$ cat src/rtl/if_prefetch_buf_if.sv
// Fetch-stage bundle: ROM request/response, flush redirect, and the ID-side valid/ready head.
interface if_prefetch_buf_if #(
    parameter int ADDR_W = 32,
    parameter int INST_W = 32,
    parameter int DEPTH  = 4
);
    localparam int CNT_W = $clog2(DEPTH + 1);

    logic              rom_ce_o;
    logic [ADDR_W-1:0] rom_addr_o;
    logic [INST_W-1:0] rom_data_i;
    logic              flush_i;
    logic [ADDR_W-1:0] flush_pc_i;
    logic              id_valid_o;
    logic              id_ready_i;
    logic [ADDR_W-1:0] id_pc_o;
    logic [INST_W-1:0] id_inst_o;
    logic [CNT_W-1:0]  fifo_count_o;

    modport master (
        output rom_ce_o, rom_addr_o, id_valid_o, id_pc_o, id_inst_o, fifo_count_o,
        input  rom_data_i, flush_i, flush_pc_i, id_ready_i
    );

    modport slave (
        input  rom_ce_o, rom_addr_o, id_valid_o, id_pc_o, id_inst_o, fifo_count_o,
        output rom_data_i, flush_i, flush_pc_i, id_ready_i
    );
endinterface

$ cat src/rtl/if_prefetch_buf.sv
// Instruction fetch with DEPTH-entry prefetch FIFO; ROM request in cycle n reaches ID in cycle n+2.
// Issue is credit-gated (count + inflight - pop < DEPTH), so ID stalls throttle fetch without overflow.
module if_prefetch_buf #(
    parameter int              ADDR_W   = 32,
    parameter int              INST_W   = 32,
    parameter int              DEPTH    = 4,
    parameter logic [ADDR_W-1:0] RESET_PC = '0,
    parameter int              PC_STEP  = 4
) (
    input  logic              clk,
    input  logic              rst,
    if_prefetch_buf_if.master bus
);
    localparam int CNT_W = $clog2(DEPTH + 1);
    localparam int PTR_W = $clog2(DEPTH);

    logic [ADDR_W-1:0] pc;
    logic [ADDR_W-1:0] inflight_pc;
    logic              inflight;
    logic [CNT_W-1:0]  count;
    logic [PTR_W-1:0]  rd_ptr;
    logic [PTR_W-1:0]  wr_ptr;

    logic [ADDR_W-1:0] pc_mem   [DEPTH];
    logic [INST_W-1:0] inst_mem [DEPTH];

    logic             head_vld;
    logic             pop;
    logic             push;
    logic             issue;
    logic [CNT_W:0]   used;

    always_comb begin
        head_vld = (count != '0);
        pop      = head_vld & bus.id_ready_i;
        push     = inflight & ~bus.flush_i;
        // Entries that will be occupied once everything already requested has landed.
        used     = (CNT_W+1)'(count) + (CNT_W+1)'(inflight) - (CNT_W+1)'(pop);
        issue    = ~rst & ~bus.flush_i & (used < (CNT_W+1)'(DEPTH));
    end

    always_ff @(posedge clk or posedge rst) begin
        if (rst) begin
            pc          <= RESET_PC;
            inflight    <= 1'b0;
            inflight_pc <= '0;
            count       <= '0;
            rd_ptr      <= '0;
            wr_ptr      <= '0;
        end else if (bus.flush_i) begin
            pc       <= bus.flush_pc_i;
            inflight <= 1'b0;
            count    <= '0;
            rd_ptr   <= '0;
            wr_ptr   <= '0;
        end else begin
            inflight <= issue;
            if (issue) begin
                pc          <= pc + ADDR_W'(PC_STEP);
                inflight_pc <= pc;
            end
            if (push) wr_ptr <= wr_ptr + 1'b1;
            if (pop)  rd_ptr <= rd_ptr + 1'b1;
            case ({push, pop})
                2'b10:   count <= count + 1'b1;
                2'b01:   count <= count - 1'b1;
                default: count <= count;
            endcase
        end
    end

    // Storage needs no reset: the head is masked whenever count is zero.
    always_ff @(posedge clk) begin
        if (push) begin
            pc_mem[wr_ptr]   <= inflight_pc;
            inst_mem[wr_ptr] <= bus.rom_data_i;
        end
    end

    assign bus.rom_ce_o     = issue;
    assign bus.rom_addr_o   = pc;
    assign bus.id_valid_o   = head_vld;
    assign bus.id_pc_o      = head_vld ? pc_mem[rd_ptr]   : '0;
    assign bus.id_inst_o    = head_vld ? inst_mem[rd_ptr] : '0;
    assign bus.fifo_count_o = count;
endmodule

$ cat src/flat_wrapper.sv
// flat-port wrapper written by rule: the top's interface ports become plain ports
module if_prefetch_buf_flat 
#(
    parameter int              ADDR_W   = 32,
    parameter int              INST_W   = 32,
    parameter int              DEPTH    = 4,
    parameter logic [ADDR_W-1:0] RESET_PC = '0,
    parameter int              PC_STEP  = 4
)
  (clk, rst, bus_rom_ce_o, bus_rom_addr_o, bus_id_valid_o, bus_id_pc_o, bus_id_inst_o, bus_fifo_count_o, bus_rom_data_i, bus_flush_i, bus_flush_pc_i, bus_id_ready_i);
  if_prefetch_buf_if #(.ADDR_W(ADDR_W), .INST_W(INST_W), .DEPTH(DEPTH)) bus_i ();
  input  logic clk;
  input  logic rst;
  output wire logic [$bits(bus_i.rom_ce_o)-1:0] bus_rom_ce_o;
  output wire logic [$bits(bus_i.rom_addr_o)-1:0] bus_rom_addr_o;
  output wire logic [$bits(bus_i.id_valid_o)-1:0] bus_id_valid_o;
  output wire logic [$bits(bus_i.id_pc_o)-1:0] bus_id_pc_o;
  output wire logic [$bits(bus_i.id_inst_o)-1:0] bus_id_inst_o;
  output wire logic [$bits(bus_i.fifo_count_o)-1:0] bus_fifo_count_o;
  input wire logic [$bits(bus_i.rom_data_i)-1:0] bus_rom_data_i;
  input wire logic [$bits(bus_i.flush_i)-1:0] bus_flush_i;
  input wire logic [$bits(bus_i.flush_pc_i)-1:0] bus_flush_pc_i;
  input wire logic [$bits(bus_i.id_ready_i)-1:0] bus_id_ready_i;
  assign bus_rom_ce_o = bus_i.rom_ce_o;
  assign bus_rom_addr_o = bus_i.rom_addr_o;
  assign bus_id_valid_o = bus_i.id_valid_o;
  assign bus_id_pc_o = bus_i.id_pc_o;
  assign bus_id_inst_o = bus_i.id_inst_o;
  assign bus_fifo_count_o = bus_i.fifo_count_o;
  assign bus_i.rom_data_i = bus_rom_data_i;
  assign bus_i.flush_i = bus_flush_i;
  assign bus_i.flush_pc_i = bus_flush_pc_i;
  assign bus_i.id_ready_i = bus_id_ready_i;
  if_prefetch_buf #(.ADDR_W(ADDR_W), .INST_W(INST_W), .DEPTH(DEPTH), .RESET_PC(RESET_PC), .PC_STEP(PC_STEP)) u_core (.clk(clk), .rst(rst), .bus(bus_i));
endmodule
$ cat config.mk
export PLATFORM = sky130hd
export DESIGN_NAME = if_prefetch_buf_flat
export DESIGN_NICKNAME = d
export VERILOG_FILES = /design/src/rtl/if_prefetch_buf_if.sv /design/src/rtl/if_prefetch_buf.sv /design/src/flat_wrapper.sv
export SDC_FILE = /design/constraint.sdc
export NUM_CORES = 1
export LEC_CHECK = 0
export BUFFER_PORTS_ARGS = -buffer_cell sky130_fd_sc_hd__buf_2
export CORE_UTILIZATION = 30
export DETAILED_ROUTE_END_ITERATION = 12
export GPL_ROUTABILITY_DRIVEN = 0
export GPL_TIMING_DRIVEN = 0
export HOLD_SLACK_MARGIN = 0.08
export PLACE_DENSITY = 0.5
export SETUP_SLACK_MARGIN = 0.02
export SLEW_MARGIN = 20
export SYNTH_ARGS = -nofsm -noshare
export SYNTH_HDL_FRONTEND = slang
export SYNTH_SLANG_ARGS = --single-unit
$ cat constraint.sdc
create_clock -name clk -period 9.65 [get_ports clk]
set_input_delay 0.965 -clock clk [delete_from_list [all_inputs] [get_ports clk]]
set_output_delay 0.965 -clock clk [all_outputs]
set_load 0.005 [all_outputs]
### Yosys cells after proc, flatten, opt, wreduce, memory -nomap -nowiden

Memories as Yosys holds them, arrays and structs flattened.
Index checks and enable logic that the tools add are counted.

* add/sub/neg operators: 7
* order comparisons: 1
* muxes and demuxes: 13
* bitwise operators: 6
* reduce and logical (&&, ||, !) cells: 6
* equal/unequal tests: 2

Operators with widths (count)
* $mux W32: 4
* $add A32 B3 Y32 const B: 1
* $mux W2: 4
* $pmux W3 S2: 1
* $reduce_bool A2 Y1: 3
* $reduce_bool A3 Y1: 2
* $add A2 B1 Y2 const B: 2
* $add A3 B1 Y4: 1
* $and A1 B1 Y1: 4
* $lt A4 B3 Y1 const B: 1
* $sub A4 B1 Y4: 1
* $add A3 B1 Y3 const B: 1
* $mux W1: 3
* $mux W3: 1
* $sub A3 B1 Y3 const B: 1
* $eq A2 B1 Y1 const B: 1
* $eq A2 B2 Y1 const B: 1
* $not A1 Y1: 2
* $reduce_and A2 Y1: 1

* bits in registers: 72
* memory bits (writable): 256
* memories kept: 2
* logic and storage cells: 43
* bits of input ports: 68
* output and inout bits: 101

Memories
* u_core.inst_mem: words 4, bits a word 32, read ports 1, clocked after memory_dff 0, wr ports 1, line if_prefetch_buf.sv:25 `logic [INST_W-1:0] inst_mem [DEPTH];`
* u_core.pc_mem: words 4, bits a word 32, read ports 1, clocked after memory_dff 0, wr ports 1, line if_prefetch_buf.sv:24 `logic [ADDR_W-1:0] pc_mem [DEPTH];`

### Logic depth before layout (Yosys ltp)

Gate-level depths: netlist of the first run.

* word-level depth: 7
* mapped depth: 12

### Least setup slack after synthesis of the first run

No wires, ideal clock.

* path type: input -> output
* start point: in rst
* end point: out bus_rom_ce_o
* stages: 5
* path slack: 5035 ps
* required time: 8685 ps
* data arrival time: 3650 ps
* path through: inv_1 o2111ai_1 buf_2 buf_2 a21oi_1

* cells in the longest elaborated chain, start to end: 3

RTL lines
* from (decl): line flat_wrapper.sv:13 `input logic rst;`
* $not A1 Y1: line if_prefetch_buf.sv:39 `issue = ~rst & ~bus.flush_i & (used < (CNT_W+1)'(DEPTH));`
* $and A1 B1 Y1 (2 in a row): line if_prefetch_buf.sv:39
* to (decl): line flat_wrapper.sv:14 `output wire logic [$bits(bus_i.rom_ce_o)-1:0] bus_rom_ce_o;`

Every way passes these cells.

### Worst setup path in the final report of the first run

* start point: reg u_core.count[1], in the netlist u_core.bus.fifo_count_o[1]
* end point: out bus_rom_ce_o

* cells in the longest elaborated chain, start to end: 5

RTL lines
* from (decl): line if_prefetch_buf.sv:20 `logic [CNT_W-1:0] count;`
* from (signal assigned): line if_prefetch_buf.sv:65 `2'b10: count <= count + 1'b1;`
* from (signal assigned): line if_prefetch_buf.sv:66 `2'b01: count <= count - 1'b1;`
* from (signal assigned): line if_prefetch_buf.sv:67 `default: count <= count;`
* parallel branches: the longest is 2 deep, another holds $add A3 B1 Y4
* $sub A4 B1 Y4 (*): line if_prefetch_buf.sv:38 `used = (CNT_W+1)'(count) + (CNT_W+1)'(inflight) - (CNT_W+1)'(pop);`
* $lt A4 B3 Y1 (*): line if_prefetch_buf.sv:39
* $and A1 B1 Y1 (*): line if_prefetch_buf.sv:39

Mark *: on every way between the ends.

==> results of run 1 <==
[registers in the layout (all words and copies together) (netlist names)]
signal	cells
u_core.bus.fifo_count_o	3
u_core.inst_mem	128
u_core.pc_mem	128
u_core.rd_ptr	2
u_core.bus.rom_addr_o	32
u_core.wr_ptr	2
u_core.inflight_pc	32
u_core.inflight	1
[per-stage QoR]
step / utilization / hold slack (ns)
floorplan: - / 0.4724
global placement: 0.3430 / 0.4979
detailed placement: 0.3458 / 0.5007
CTS: 0.3722 / 0.4589
global route: 0.3723 / 0.4833
finish: 0.3723 / 0.4707
[worst max-delay path, cell delays in order, from the launching register on]
cell       delay (ns)
dfrtp_1          0.48
o31ai_1          0.79
inv_1            0.18
ha_1             0.23
inv_1            0.05
ha_1             0.21
and3b_1          0.18
o2111ai_1        0.33
buf_2            0.35
buf_2            0.30
a21oi_1          0.11
buf_2            0.16
[routing by layer]
| metal | global-route usage | vias up | part of all wire |
|---|---|---|---|
| met5 | 0 | - | 0 |
| met4 | 0.03796 | 0 | 0.018 |
| met3 | 0.03471 | 44 | 0.058 |
| met2 | 0.2292 | 225 | 0.47 |
| met1 | 0.1972 | 3674 | 0.45 |
| li1 | - | 3325 | - |
[logic make-up after synthesis]
family	Yosys count	share of synthesized area
flip-flops	328	0.7114
adder cells (fa/ha/maj)	9	0.009005
AO/OA/AOI/OAI	52	0.03189
AND/OR/NAND/NOR	168	0.06969
buffers and inverters	55	0.01857
multiplexers	105	0.1424
XOR/XNOR	26	0.01707
[cell usage in the layout, fill, tap and decap left out, drive strengths merged, types with 2 or more instances in the layout]
cell and instances:
edfxtp 256, buf 190, dfrtp 72, and2 69, clkbuf 69, mux4 64
mux2 38, nand2 33, inv 24, xnor2 19, nor2 19, nand3 16
o21ai 16, clkinv 13, nand4 10, a21oi 9, a2111oi 8, ha 8
xor2 7, and4 6, and3 6, mux2i 3, a211oi 3, a211o 3
nor3 3, a311o 2, a21o 2, a31oi 2, nor2b 2
[path summary, 6_finish.rpt]
kind                            cells after the start  slack (ns)                              endpoint                              startpoint
max in group asynchronous                           3        8.62  u_core.bus.rom_addr_o[0]$_DFFE_PP0P_                                     rst
min in group clk                                    0        0.51         u_core.pc_mem[1][7]$_DFFE_PP_       u_core.inflight_pc[7]$_DFFE_PP0P_
worst max register to register                     10        5.63     u_core.inflight_pc[1]$_DFFE_PP0P_  u_core.bus.fifo_count_o[1]$_DFFE_PP0P_
worst max-delay path                               11        4.77                          bus_rom_ce_o  u_core.bus.fifo_count_o[1]$_DFFE_PP0P_
worst min-delay path                                2        0.47     u_core.inflight_pc[8]$_DFFE_PP0P_                                     rst
worst min register to register                      0        0.51         u_core.pc_mem[1][7]$_DFFE_PP_       u_core.inflight_pc[7]$_DFFE_PP0P_
[area by class of cell]
cell class | count | area (um^2) | share of cell area
inverter | 17 | 66.31 | 0.004099
multi-input combinational | 360 | 3612 | 0.2233
sequential | 328 | 9489 | 0.5865
clock inverter | 21 | 135.1 | 0.008353
tap | 585 | 732.0 | 0.04524
clock buffer | 49 | 1013 | 0.06264
antenna | 1 | 2.502 | 0.0001547
timing repair buffer | 172 | 943.4 | 0.05831
buffer | 38 | 183.9 | 0.01137
[report_power, final]
part | switching [mW] | internal, mW
registers | 0.148 | 1.77
clock network | 0.574 | 0.753
logic | 0.560 | 0.548
total | 1.28 | 3.07
==> results.py, run 1 <==
metrics = {
    "finish": {
        "nFillCells": 4166,
        "layout-drive-gt1-share": 0.3685,
        "syn_to_final_growth_pct": 21.28,
        "nNetsFinal": 1033,
        "stdcell_area_um2": 16180,
        "stdcell_count": 1571,
    },
    "global_routing": {
        "grt_max_degree": 43,
        "grt-ovfl-total": 0,
        "grt_first_pass_wirelength_um": 48160,
        "grt_pass1_vias": 7645,
        "track_usage": 0.1443,
        "antenna_found_initial": 1,
    },
    "floorplanning": {
        "pin_count": 169,
        "die_h_um": 212.9,
        "core_area_um2": 43460,
        "die_w_um": 212.9,
        "floorplan.initialDensity": 0.3070,
        "num_rows": 76,
        "die_area_um2": 45310,
    },
    "clock_tree": {
        "cts_hold_buf": 0,
        "path_clk_slew_ns": 0.06,
        "cts_made_buffers": 39,
        "htreeDepth": 2,
        "cts_resized": 0,
        "clock-sinks": 328,
        "cts_tree": "yes",
        "post_cts_buffers": 0,
        "clkLatencyLatePin_ns": 0.55,
        "clockBufferDepth": 3,
        "root_buffer": "clkbuf_16",
    },
    "logic_synthesis": {
        "ys_ff_latch": 328,
        "async_reset_ff_frac": 0.2195,
        "synth_commonest_cells": "edfxtp_1 (256), dfrtp_1 (72), and2_1 (69)",
        "ys_seq_area_frac": 0.7114,
        "mappedNetlistArea_um2": 13340,
        "avgSynthCellArea_um2": 17.95,
        "synth_top_flop_cell": "edfxtp_1",
        "netlist-cell-type-count": 46,
        "synth_top_area_share": 0.5763,
        "yosysWarningCount": 0,
        "syn_nets": 820,
        "yosysMostFrequentCell": "edfxtp_1",
        "synth_area_leader_cell": "edfxtp_1",
        "synthTopCellsByArea": "edfxtp_1 (58%), dfrtp_1 (14%), mux4_2 (11%)",
        "synthCells": 743,
        "synth_edf_count": 256,
    },
    "outcome": {
        "status": "completed",
    },
    "worst_setup_path": {
        "crit_path_max_fanout": 10,
        "crit_required_ns": 8.69,
        "worstPathArrival_ns": 3.91,
        "crit_type": "reg2out",
        "end_kind": "primary output",
        "cp-start-kind": "register",
    },
    "route": {
        "finalWirelength_um": 31260,
        "via_per_inst": 4.626,
        "routed-via-count": 7268,
        "drcViolationCount": 0,
        "ant_nets": 0,
        "drtIter0Drc": 383,
        "wl_per_cell_um": 19.90,
        "dr.pass1.iters": 5,
    },
    "timing": {
        "final.min_clock_period_ns": 4.879,
        "fmax_mhz": 205.0,
        "setup_viol": 0,
        "fin_skew_ns": 0.01226,
        "slew_headroom": 0.3476,
        "finalCritPeriodShare": 0.5056,
        "hold_violations": 0,
        "rsz0062_at_grt": "no",
        "tightest_slew_ns": 0.9785,
        "maxSlewViolCount": 0,
        "worst_slack_ns": 4.771,
        "tns_ns": 0,
    },
    "worst_hold_path": {
        "min_path_type": "in2async",
    },
    "placed_design": {
        "hpwl_um": 20800,
        "port-buffer-count": 167,
        "place_area_um2": 15030,
        "placed_cells": 1500,
        "dpl_worst_slack_ns": 5.289,
    },
    "flow_run": {
        "maxCapViolations": 0,
    },
    "power_and_ir_drop": {
        "power_density_nw_per_um2": 269.3,
        "ir_drop_mv": 0.09972,
        "power_mw": 4.356,
        "power.leakage_nw": 5.822,
    },
}
Power figures use the tool's default switching activity.
==> run 2: changes to the inputs <==
PLACE_DENSITY = 0.52   (was 0.5)
clock period = 4 ns   (was 9.65 ns; I/O delays follow)
==> run 2 against run 1 <==
  * Clock skew rose by 0.011 ns
  * Register-to-register slack lost 5.1 ns
  * Combinational power increased by 150%
  * Critical path type unchanged
  * Critical endpoint unchanged
  * Largest cell class unchanged
  * Highest routed layer unchanged
==> results.py, run 2 (synthesis gave the netlist of run 1 again) <==
metrics = {
    "route": {
        "routed-via-count": 7483,
        "drcViolationCount": 0,
        "wl_per_cell_um": 19.58,
        "drtIter0Drc": 427,
        "dr.pass1.iters": 4,
        "via_per_inst": 4.591,
        "finalWirelength_um": 31910,
        "ant_nets": 0,
    },
    "worst_hold_path": {
        "min_path_type": "in2reg",
    },
    "power_and_ir_drop": {
        "power_density_nw_per_um2": 642.1,
        "ir_drop_mv": 0.2993,
        "p_seq_frac": 0.427,
        "intPower_mw": 7.751,
        "comb_power_share": 0.252,
        "power_frac_clock": 0.320,
        "netSwitchingFraction": 0.2855,
        "switchingPower_mw": 3.097,
        "power.leakage_nw": 6.124,
    },
    "finish": {
        "syn_to_final_growth_pct": 26.66,
        "fin_util": 0.3888,
        "final_common_cell": "edfxtp_1",
        "stdcell_area_um2": 16900,
        "stdcell_count": 1630,
        "layout-drive-gt1-share": 0.3502,
        "nNetsFinal": 1092,
        "top_regs": "u_core.inst_mem x128, u_core.pc_mem x128",
        "mostFrequentLayoutCells": "edfxtp_1 (256), buf_2 (172), dfrtp_1 (72)",
        "antenna_cells": 0,
    },
    "global_routing": {
        "grt_pass1_vias": 7869,
        "grt_first_pass_wirelength_um": 48560,
        "track_usage": 0.1450,
        "antenna_found_initial": 0,
        "grt-ovfl-total": 0,
        "grt_max_degree": 48,
    },
    "clock_tree": {
        "clock-sinks": 328,
        "root_buffer": "clkbuf_16",
        "cts_made_buffers": 38,
        "clkLatencyLatePin_ns": 0.54,
        "path_clk_slew_ns": 0.06,
        "htreeDepth": 2,
        "cts_tree": "yes",
        "clockBufferDepth": 3,
    },
    "timing": {
        "rsz0062_at_grt": "no",
        "setup_viol": 0,
        "tns_ns": 0,
        "hold_violations": 0,
        "maxSlewViolCount": 0,
        "tightest_slew_ns": 0.9325,
        "finalCritPeriodShare": 0.9384,
        "slew_headroom": 0.3784,
        "fin_skew_ns": 0.02363,
        "hold_slack_ns": 0.1253,
        "final.min_clock_period_ns": 3.754,
        "fmax_mhz": 266.4,
    },
    "worst_setup_path": {
        "crit_path_max_fanout": 10,
        "path_buf_inv": 5,
        "crit_required_ns": 3.60,
        "cp-start-kind": "register",
        "path_delay_family": "buffers and inverters",
        "cp_slowest_cell": "dfrtp_1",
        "worstPathArrival_ns": 3.35,
        "path_cells": "o31ai_4 -> inv_1 -> ha_1 -> inv_1 -> ha_1 -> and3b_1 -> o2111ai_1 -> clkbuf_4 -> buf_2 -> a21oi_1 -> buf_2",
        "cpPeakStageDelay_ns": 0.50,
        "end_kind": "primary output",
        "crit_type": "reg2out",
    },
    "floorplanning": {
        "die_h_um": 212.9,
        "die_area_um2": 45310,
        "floorplan.initialDensity": 0.3070,
        "die_w_um": 212.9,
        "core_area_um2": 43460,
        "pin_count": 169,
        "num_rows": 76,
    },
    "placed_design": {
        "place_area_um2": 15030,
        "port-buffer-count": 167,
        "placed_cells": 1500,
        "hpwl_um": 20720,
    },
    "flow_run": {
        "maxCapViolations": 0,
    },
    "outcome": {
        "status": "completed",
    },
}
## run 2: cell count changes in the layout (fill, tap and decap cells not counted), sizes merged, moves of 2 or more
cell / change
bufinv: +5
clkinv: +2
dlygate4sd3: +58
inv: -5
## run 2: final timing paths
path / startpoint / slack (ns) / cells past startpoint / to
min in group asynchronous: rst / 0.43 / 3 / u_core.bus.rom_addr_o[18]$_DFFE_PP0P_
max in group asynchronous: rst / 2.99 / 4 / u_core.bus.rom_addr_o[0]$_DFFE_PP0P_
worst min-delay path: bus_flush_pc_i[13] / 0.13 / 3 / u_core.bus.rom_addr_o[13]$_DFFE_PP0P_
worst max register to register: u_core.bus.fifo_count_o[1]$_DFFE_PP0P_ / 0.51 / 10 / u_core.inflight_pc[2]$_DFFE_PP0P_
worst min register to register: u_core.inflight_pc[5]$_DFFE_PP0P_ / 0.52 / 0 / u_core.pc_mem[0][5]$_DFFE_PP_
worst max-delay path: u_core.bus.fifo_count_o[1]$_DFFE_PP0P_ / 0.25 / 11 / bus_rom_ce_o
## run 2: stage by stage
stage / worst slack (ns) / total power [mW]
finish: 0.2465 / 10.85
global route: 0.02610 / 11.47
CTS: 0.05713 / 11.06
detailed placement: -0.01754 / 7.483
global placement: -1.141 / 7.430
floorplan: 0.4269 / 6.302
## run 2: area by class of cell
class	count	area [um^2]
plain buffers	38	186.4
clock buffers	47	994.7
clock inverters	23	254.0
fillers	4095	26560
inverters	17	66.31
multi-input cells	360	3626
flip-flops and latches	328	9489
well taps	585	732.0
repair buffers	232	1546
## run 2: timing repair
action,in CTS,in global routing
resized for setup,2,1
pin swaps,0,1
hold buffers,58,0
hold endpoints to repair,176,0
setup buffers,0,2
setup endpoints to repair,20,1
## run 2: metal layers
layer,up-vias,track usage,part of all wire
li1,3442,-,-
met1,3818,0.1947,0.45
met2,185,0.2363,0.48
met3,38,0.03265,0.056
met4,0,0.03796,0.017
met5,-,0,0
## run 2: power by group through the flow
| stage | sequential (mW) | clock, mW | combinational, mW |
|---|---|---|---|
| floorplan | 4.57 | 0 | 1.73 |
| global placement | 4.70 | 0 | 2.73 |
| detailed placement | 4.70 | 0 | 2.78 |
| CTS | 4.64 | 3.58 | 2.84 |
| global route | 4.70 | 3.71 | 3.06 |
| finish | 4.64 | 3.48 | 2.74 |
## run 2: worst reg2reg max path, delay by kind of cell, from the launching register on
family / cells / cell delay (ns)
buf+inv: 3 / 0.51
flops: 1 / 0.50
fa+ha+maj: 2 / 0.40
compound gates: 2 / 0.86
simple gates: 2 / 0.74
mux: 1 / 0.37
